File: config.mk
export PLATFORM = sky130hd
export DESIGN_NAME = heartbeat_sseg_flat
export DESIGN_NICKNAME = d
export VERILOG_FILES = /design/src/rtl/heartbeat_sseg_if.sv /design/src/rtl/heartbeat_sseg.sv /design/src/flat_wrapper.sv
export SDC_FILE = /design/constraint.sdc
export NUM_CORES = 1
export LEC_CHECK = 0
export BUFFER_PORTS_ARGS = -buffer_cell sky130_fd_sc_hd__buf_2
export CAP_MARGIN = 20
export CORE_AREA = 2 2 80 82
export CTS_CLUSTER_DIAMETER = 40
export CTS_CLUSTER_SIZE = 8
export DETAILED_ROUTE_END_ITERATION = 12
export DIE_AREA = 0 0 82 84
export PLACE_DENSITY_LB_ADDON = 0.3
export SLEW_MARGIN = 20
export SYNTH_ARGS = -nofsm -noshare
export SYNTH_HDL_FRONTEND = slang
export SYNTH_SLANG_ARGS = --single-unit
File: constraint.sdc
create_clock -name clk -period 5.4 [get_ports clk]
set_input_delay 0.81 -clock clk [delete_from_list [all_inputs] [get_ports clk]]
set_output_delay 0.81 -clock clk [all_outputs]
set_load 0.03 [all_outputs]
File: src/rtl/heartbeat_sseg_if.sv
`default_nettype none
// ============================================================================
// Module   : heartbeat_sseg_if
// Brief    : Display pin bundle for the heartbeat 7-segment driver.
//            an   - active-low one-hot digit enables (an[0] = rightmost)
//            sseg - active-low segments {dp,g,f,e,d,c,b,a}
// Revision : 1.0  initial release
// ============================================================================
interface heartbeat_sseg_if;
  logic [3:0] an;
  logic [7:0] sseg;

  // The driver owns the pins; the board or an observer only reads them.
  modport master (output an, output sseg);
  modport slave  (input  an, input  sseg);
endinterface
`default_nettype wire

File: src/rtl/heartbeat_sseg.sv
`default_nettype none
// ============================================================================
// Module   : heartbeat_sseg
// Brief    : Four-digit common-anode 7-segment "heartbeat" animation.
//            A free-running refresh counter multiplexes the digits, and a
//            phase timer steps a three-phase pattern of vertical bars that
//            expand outward from the centre.
// Options  : define HEARTBEAT_DP_EN to light the digit-0 decimal point
//            while phase 0 is showing (one pulse dot per beat).
// Revision : 1.0  initial release
// ============================================================================
module heartbeat_sseg #(
  parameter int REFRESH_BITS = 18,
  parameter int PHASE_CYCLES = 27_777_778
) (
  input  wire                       clk,
  input  wire                       reset,
  heartbeat_sseg_if.master          disp_o
);

  localparam int TIMER_W = (PHASE_CYCLES > 2) ? $clog2(PHASE_CYCLES) : 1;
  localparam logic [TIMER_W-1:0] TIMER_LAST = TIMER_W'(PHASE_CYCLES - 1);

  // Segment codes, active-low {dp,g,f,e,d,c,b,a}.
  localparam logic [7:0] BLANK = 8'hFF;
  localparam logic [7:0] RBAR  = 8'b1111_1001;  // b,c lit
  localparam logic [7:0] LBAR  = 8'b1100_1111;  // e,f lit

  // Animation phases. Code 3 is never entered; it decodes like phase 0.
  localparam logic [1:0] PH0 = 2'd0;
  localparam logic [1:0] PH1 = 2'd1;
  localparam logic [1:0] PH2 = 2'd2;

  logic [REFRESH_BITS-1:0] refresh_q;
  logic [TIMER_W-1:0]      timer_q;
  logic                    wrap;
  logic [1:0]              sel;
  logic [1:0]              phase_q, phase_d;
  logic [3:0]              an_d, an_q;
  logic [7:0]              sseg_d, sseg_q;

  assign sel  = refresh_q[REFRESH_BITS-1 -: 2];
  assign wrap = (timer_q == TIMER_LAST);

  // Free-running digit-multiplex counter and phase-length timer.
  always_ff @(posedge clk) begin
    if (reset) begin
      refresh_q <= '0;
      timer_q   <= '0;
    end else begin
      refresh_q <= refresh_q + 1'b1;
      timer_q   <= wrap ? '0 : timer_q + 1'b1;
    end
  end

  // Phase state register.
  always_ff @(posedge clk) begin
    if (reset) begin
      phase_q <= PH0;
    end else begin
      phase_q <= phase_d;
    end
  end

  // Phase sequencing: advance only on the timer wrap; stray code 3 reloads 0.
  always_comb begin
    phase_d = phase_q;
    if (wrap) begin
      case (phase_q)
        PH0:     phase_d = PH1;
        PH1:     phase_d = PH2;
        default: phase_d = PH0;
      endcase
    end
  end

  // Digit enable and segment pattern for the current digit and phase.
  always_comb begin
    an_d   = 4'b1111;
    sseg_d = BLANK;
    case (sel)
      2'd0:    an_d = 4'b1110;
      2'd1:    an_d = 4'b1101;
      2'd2:    an_d = 4'b1011;
      default: an_d = 4'b0111;
    endcase
    case (phase_q)
      PH1: begin
        case (sel)
          2'd2:    sseg_d = LBAR;
          2'd1:    sseg_d = RBAR;
          default: sseg_d = BLANK;
        endcase
      end
      PH2: begin
        case (sel)
          2'd3:    sseg_d = LBAR;
          2'd0:    sseg_d = RBAR;
          default: sseg_d = BLANK;
        endcase
      end
      default: begin
        case (sel)
          2'd2:    sseg_d = RBAR;
          2'd1:    sseg_d = LBAR;
          default: sseg_d = BLANK;
        endcase
      end
    endcase
`ifdef HEARTBEAT_DP_EN
    if ((sel == 2'd0) && (phase_q != PH1) && (phase_q != PH2)) begin
      sseg_d[7] = 1'b0;
    end
`else
    sseg_d[7] = 1'b1;
`endif
  end

  // Pin registers: enable and segments switch on the same edge, dark in reset.
  always_ff @(posedge clk) begin
    if (reset) begin
      an_q   <= 4'b1111;
      sseg_q <= BLANK;
    end else begin
      an_q   <= an_d;
      sseg_q <= sseg_d;
    end
  end

  assign disp_o.an   = an_q;
  assign disp_o.sseg = sseg_q;

endmodule
`default_nettype wire

File: src/flat_wrapper.sv
// flat-port wrapper written by rule: the top's interface ports become plain ports
module heartbeat_sseg_flat 
#(
  parameter int REFRESH_BITS = 18,
  parameter int PHASE_CYCLES = 27_777_778
)
  (clk, reset, disp_o_an, disp_o_sseg);
  heartbeat_sseg_if disp_o_i ();
  input  wire clk;
  input  wire reset;
  output wire logic [$bits(disp_o_i.an)-1:0] disp_o_an;
  output wire logic [$bits(disp_o_i.sseg)-1:0] disp_o_sseg;
  assign disp_o_an = disp_o_i.an;
  assign disp_o_sseg = disp_o_i.sseg;
  heartbeat_sseg #(.REFRESH_BITS(REFRESH_BITS), .PHASE_CYCLES(PHASE_CYCLES)) u_core (.clk(clk), .reset(reset), .disp_o(disp_o_i));
endmodule
==> results.py <==
metrics = {
    "synthesis": {
        "syn-cell-area_mm2": 0.002357,
        "syn-instance-count": 272,
        "synth_top_area_share_pct": 43.31,
        "synth-seq-cells": 51,
        "ys.flop_type": "dfxtp_1",
        "synth.distinct_cells": 36,
        "yosysMostFrequentCell": "dfxtp_1",
        "yosysTopAreaCell": "dfxtp_1",
        "ys_top_cells_by_area": "dfxtp_1 (43%), nor2_1 (5.7%), xnor2_1 (4.5%)",
        "synth_commonest_cells": "dfxtp_1 (51), nor2_1 (36), nand3_1 (19)",
        "synth_edf_count": 0,
        "synth_warnings": 0,
        "ys_seq_area_share_pct": 43.31,
        "synthArstFlopShare_pct": 0,
        "postSynthAreaPerCell_um2": 8.666,
    },
    "timing": {
        "rsz0062_at_grt": "false",
        "period_share_pct": 40.46,
        "hold_violations": 0,
        "holdWs_ps": 439.9,
        "setup_violations": 0,
        "relSlewSlack_pct": 52.35,
        "final.setup.tns_ps": 0,
        "skew_ps": 9.206,
        "clock.fmax_ghz": 0.4577,
        "max_slew.worst_pin.slew_ps": 714.8,
        "period_minus_slack_ps": 2185,
        "slew_violations": 0,
    },
    "clock_network": {
        "cts_sinks": 51,
        "cts_tree": "built",
        "postCtsSetupBuffers": 0,
        "clock_latency_ps": 310,
        "cts.repair.resized": 0,
        "clk_path_buf_depth": 2,
        "clk_transition_reported_paths_ps": 90,
        "clockRootBuffer": "clkbuf_8",
        "numCtsBuffers": 5,
        "ctsHoldBuffers": 0,
        "htree_levels": 2,
    },
    "grt": {
        "grt_first_pass_wirelength_mm": 7.383,
        "grt_max_degree": 33,
        "gr-usage-all-layers_pct": 13.26,
        "grt-ovfl-total": 0,
        "grt_pass1_vias": 1661,
        "antenna_found_initial": 0,
    },
    "power": {
        "p_per_area_mw_per_mm2": 249.5,
        "vdd_drop_max_mv": 0.1145,
        "power.total_mw": 0.6293,
        "leakage_nw": 0.8042,
    },
    "placement": {
        "port_buffers": 9,
        "dp_hpwl_mm": 2.856,
        "place.gp.congestion": 0.7390,
    },
    "floorplanning": {
        "core_area_mm2": 0.006096,
        "initial_core_util_pct": 38.67,
        "die_h_um": 84,
        "die-area_mm2": 0.006888,
        "die_w_um": 82,
        "io_pins": 14,
        "rows": 29,
    },
    "setup_path": {
        "critPathMaxFanout": 23,
        "worstPathArrival_ps": 2360,
        "end_kind": "register",
        "crit_type": "register to register",
        "cp-start-kind": "register",
        "reg2reg_from": "u_core.timer_q[0]$_SDFF_PP0_",
        "required_ps": 5570,
        "startpoint": "u_core.timer_q[0]$_SDFF_PP0_",
    },
    "layout": {
        "drive_gt1_share_pct": 8.664,
        "n_antenna_cell": 0,
        "final_nets": 284,
        "fillers": 609,
        "areaGrowthSynthToFinish_pct": 7.006,
        "final_util_pct": 41.38,
    },
    "worst_hold_path": {
        "hp-class": "register to register",
        "worstHoldStart": "u_core.refresh_q[0]$_SDFF_PP0_",
    },
    "route": {
        "drt_iter0_drc": 93,
        "dr.pass1.iters": 4,
        "final_antenna_net_count": 0,
        "wirelength_mm": 4.091,
        "via_count": 1827,
        "viasPerCell": 5.161,
        "drc": 0,
        "post_drt_wl_per_cell_um": 11.56,
    },
    "status": {
        "status": "complete, no violations",
    },
    "run": {
        "maxCapViolCount": 0,
    },
}
## cells by family (layout without fill, tap and decap cells)
logic type / Yosys count / in the layout / synth area share [%]
adder cells (fa/ha/maj): 6 / 6 / 3.185
AND/OR/NAND/NOR: 125 / 125 / 29.78
XOR/XNOR: 24 / 24 / 8.917
buffers and inverters: 26 / 28 / 5.148
flip-flops: 51 / 51 / 43.31
AO/OA/AOI/OAI: 38 / 38 / 9.024
multiplexers: 1 / 1 / 0.4777
other: 1 / 4 / 0.1591
## flip-flops by register name (all words and copies together), names as in the netlist
| name | count |
|---|---|
| u_core.disp_o.sseg | 2 |
| u_core.timer_q | 25 |
| u_core.phase_q | 2 |
| u_core.disp_o.an | 4 |
| u_core.refresh_q | 18 |
## stage by stage
| stage | worst slack [ps] | cell area [um^2] | cells |
|---|---|---|---|
| 2_1_floorplan | 3537 | 2369 | 275 |
| 3_3_place_gp | 3213 | 2430 | 346 |
| 3_5_place_dp | 3210 | 2430 | 346 |
| 4_1_cts | 3197 | 2522 | 354 |
| 5_1_grt | 2956 | 2522 | 354 |
| 6_report | 3215 | 2522 | 354 |
## critical path: stages, from the launching register on
cell and delay [ps]:
dfxtp_1 450, ha_1 220, nor4bb_1 370, and4_1 300, a21o_1 600, nor2_1 110
## final timing paths
path                                                  endpoint  slack [ps]  cells past startpoint
worst max-delay path             u_core.timer_q[10]$_SDFF_PP0_        3220                      5
worst min-delay path            u_core.refresh_q[0]$_SDFF_PP0_         440                      1
worst max register to register   u_core.timer_q[10]$_SDFF_PP0_        3220                      5
worst min register to register  u_core.refresh_q[0]$_SDFF_PP0_         440                      1
## power by group
group	internal, mW	switching, mW	leakage (nW)
registers	0.380	0.00476	0.412
clock network	0.0928	0.132	0.0408
logic	0.00573	0.0144	0.351
total	0.479	0.151	0.804
## cell type report
class	instances	area (um^2)	share of cell area, %
clock buffer	5	68.82	2.728
clock inverter	3	23.77	0.9425
inverter	11	41.29	1.637
multi-input combinational	198	1226	48.61
sequential	51	1021	40.48
tap	77	96.34	3.819
timing repair buffer	9	45.04	1.786
## layer usage
layer	track usage (%)	share of wire (%)
met3	2.597	2.2
met5	0	0
met1	17.92	51
met2	20.62	45
met4	5.000	1.7
## cell usage in the layout (no fill, tap or decap), types with 7 or more instances in the layout
master,Yosys,final
nor4_1,7,7
or4_1,9,9
o21ai_0,12,12
o31ai_1,7,7
inv_1,11,11
buf_2,1,9
or3_1,11,11
xor2_1,12,12
nand3_1,19,19
a21oi_1,17,17
nand2_1,10,10
dfxtp_1,51,51
nor2_1,36,36
nand4_1,9,9
xnor2_1,12,12
No activity file was read; power rests on OpenSTA's default activity.
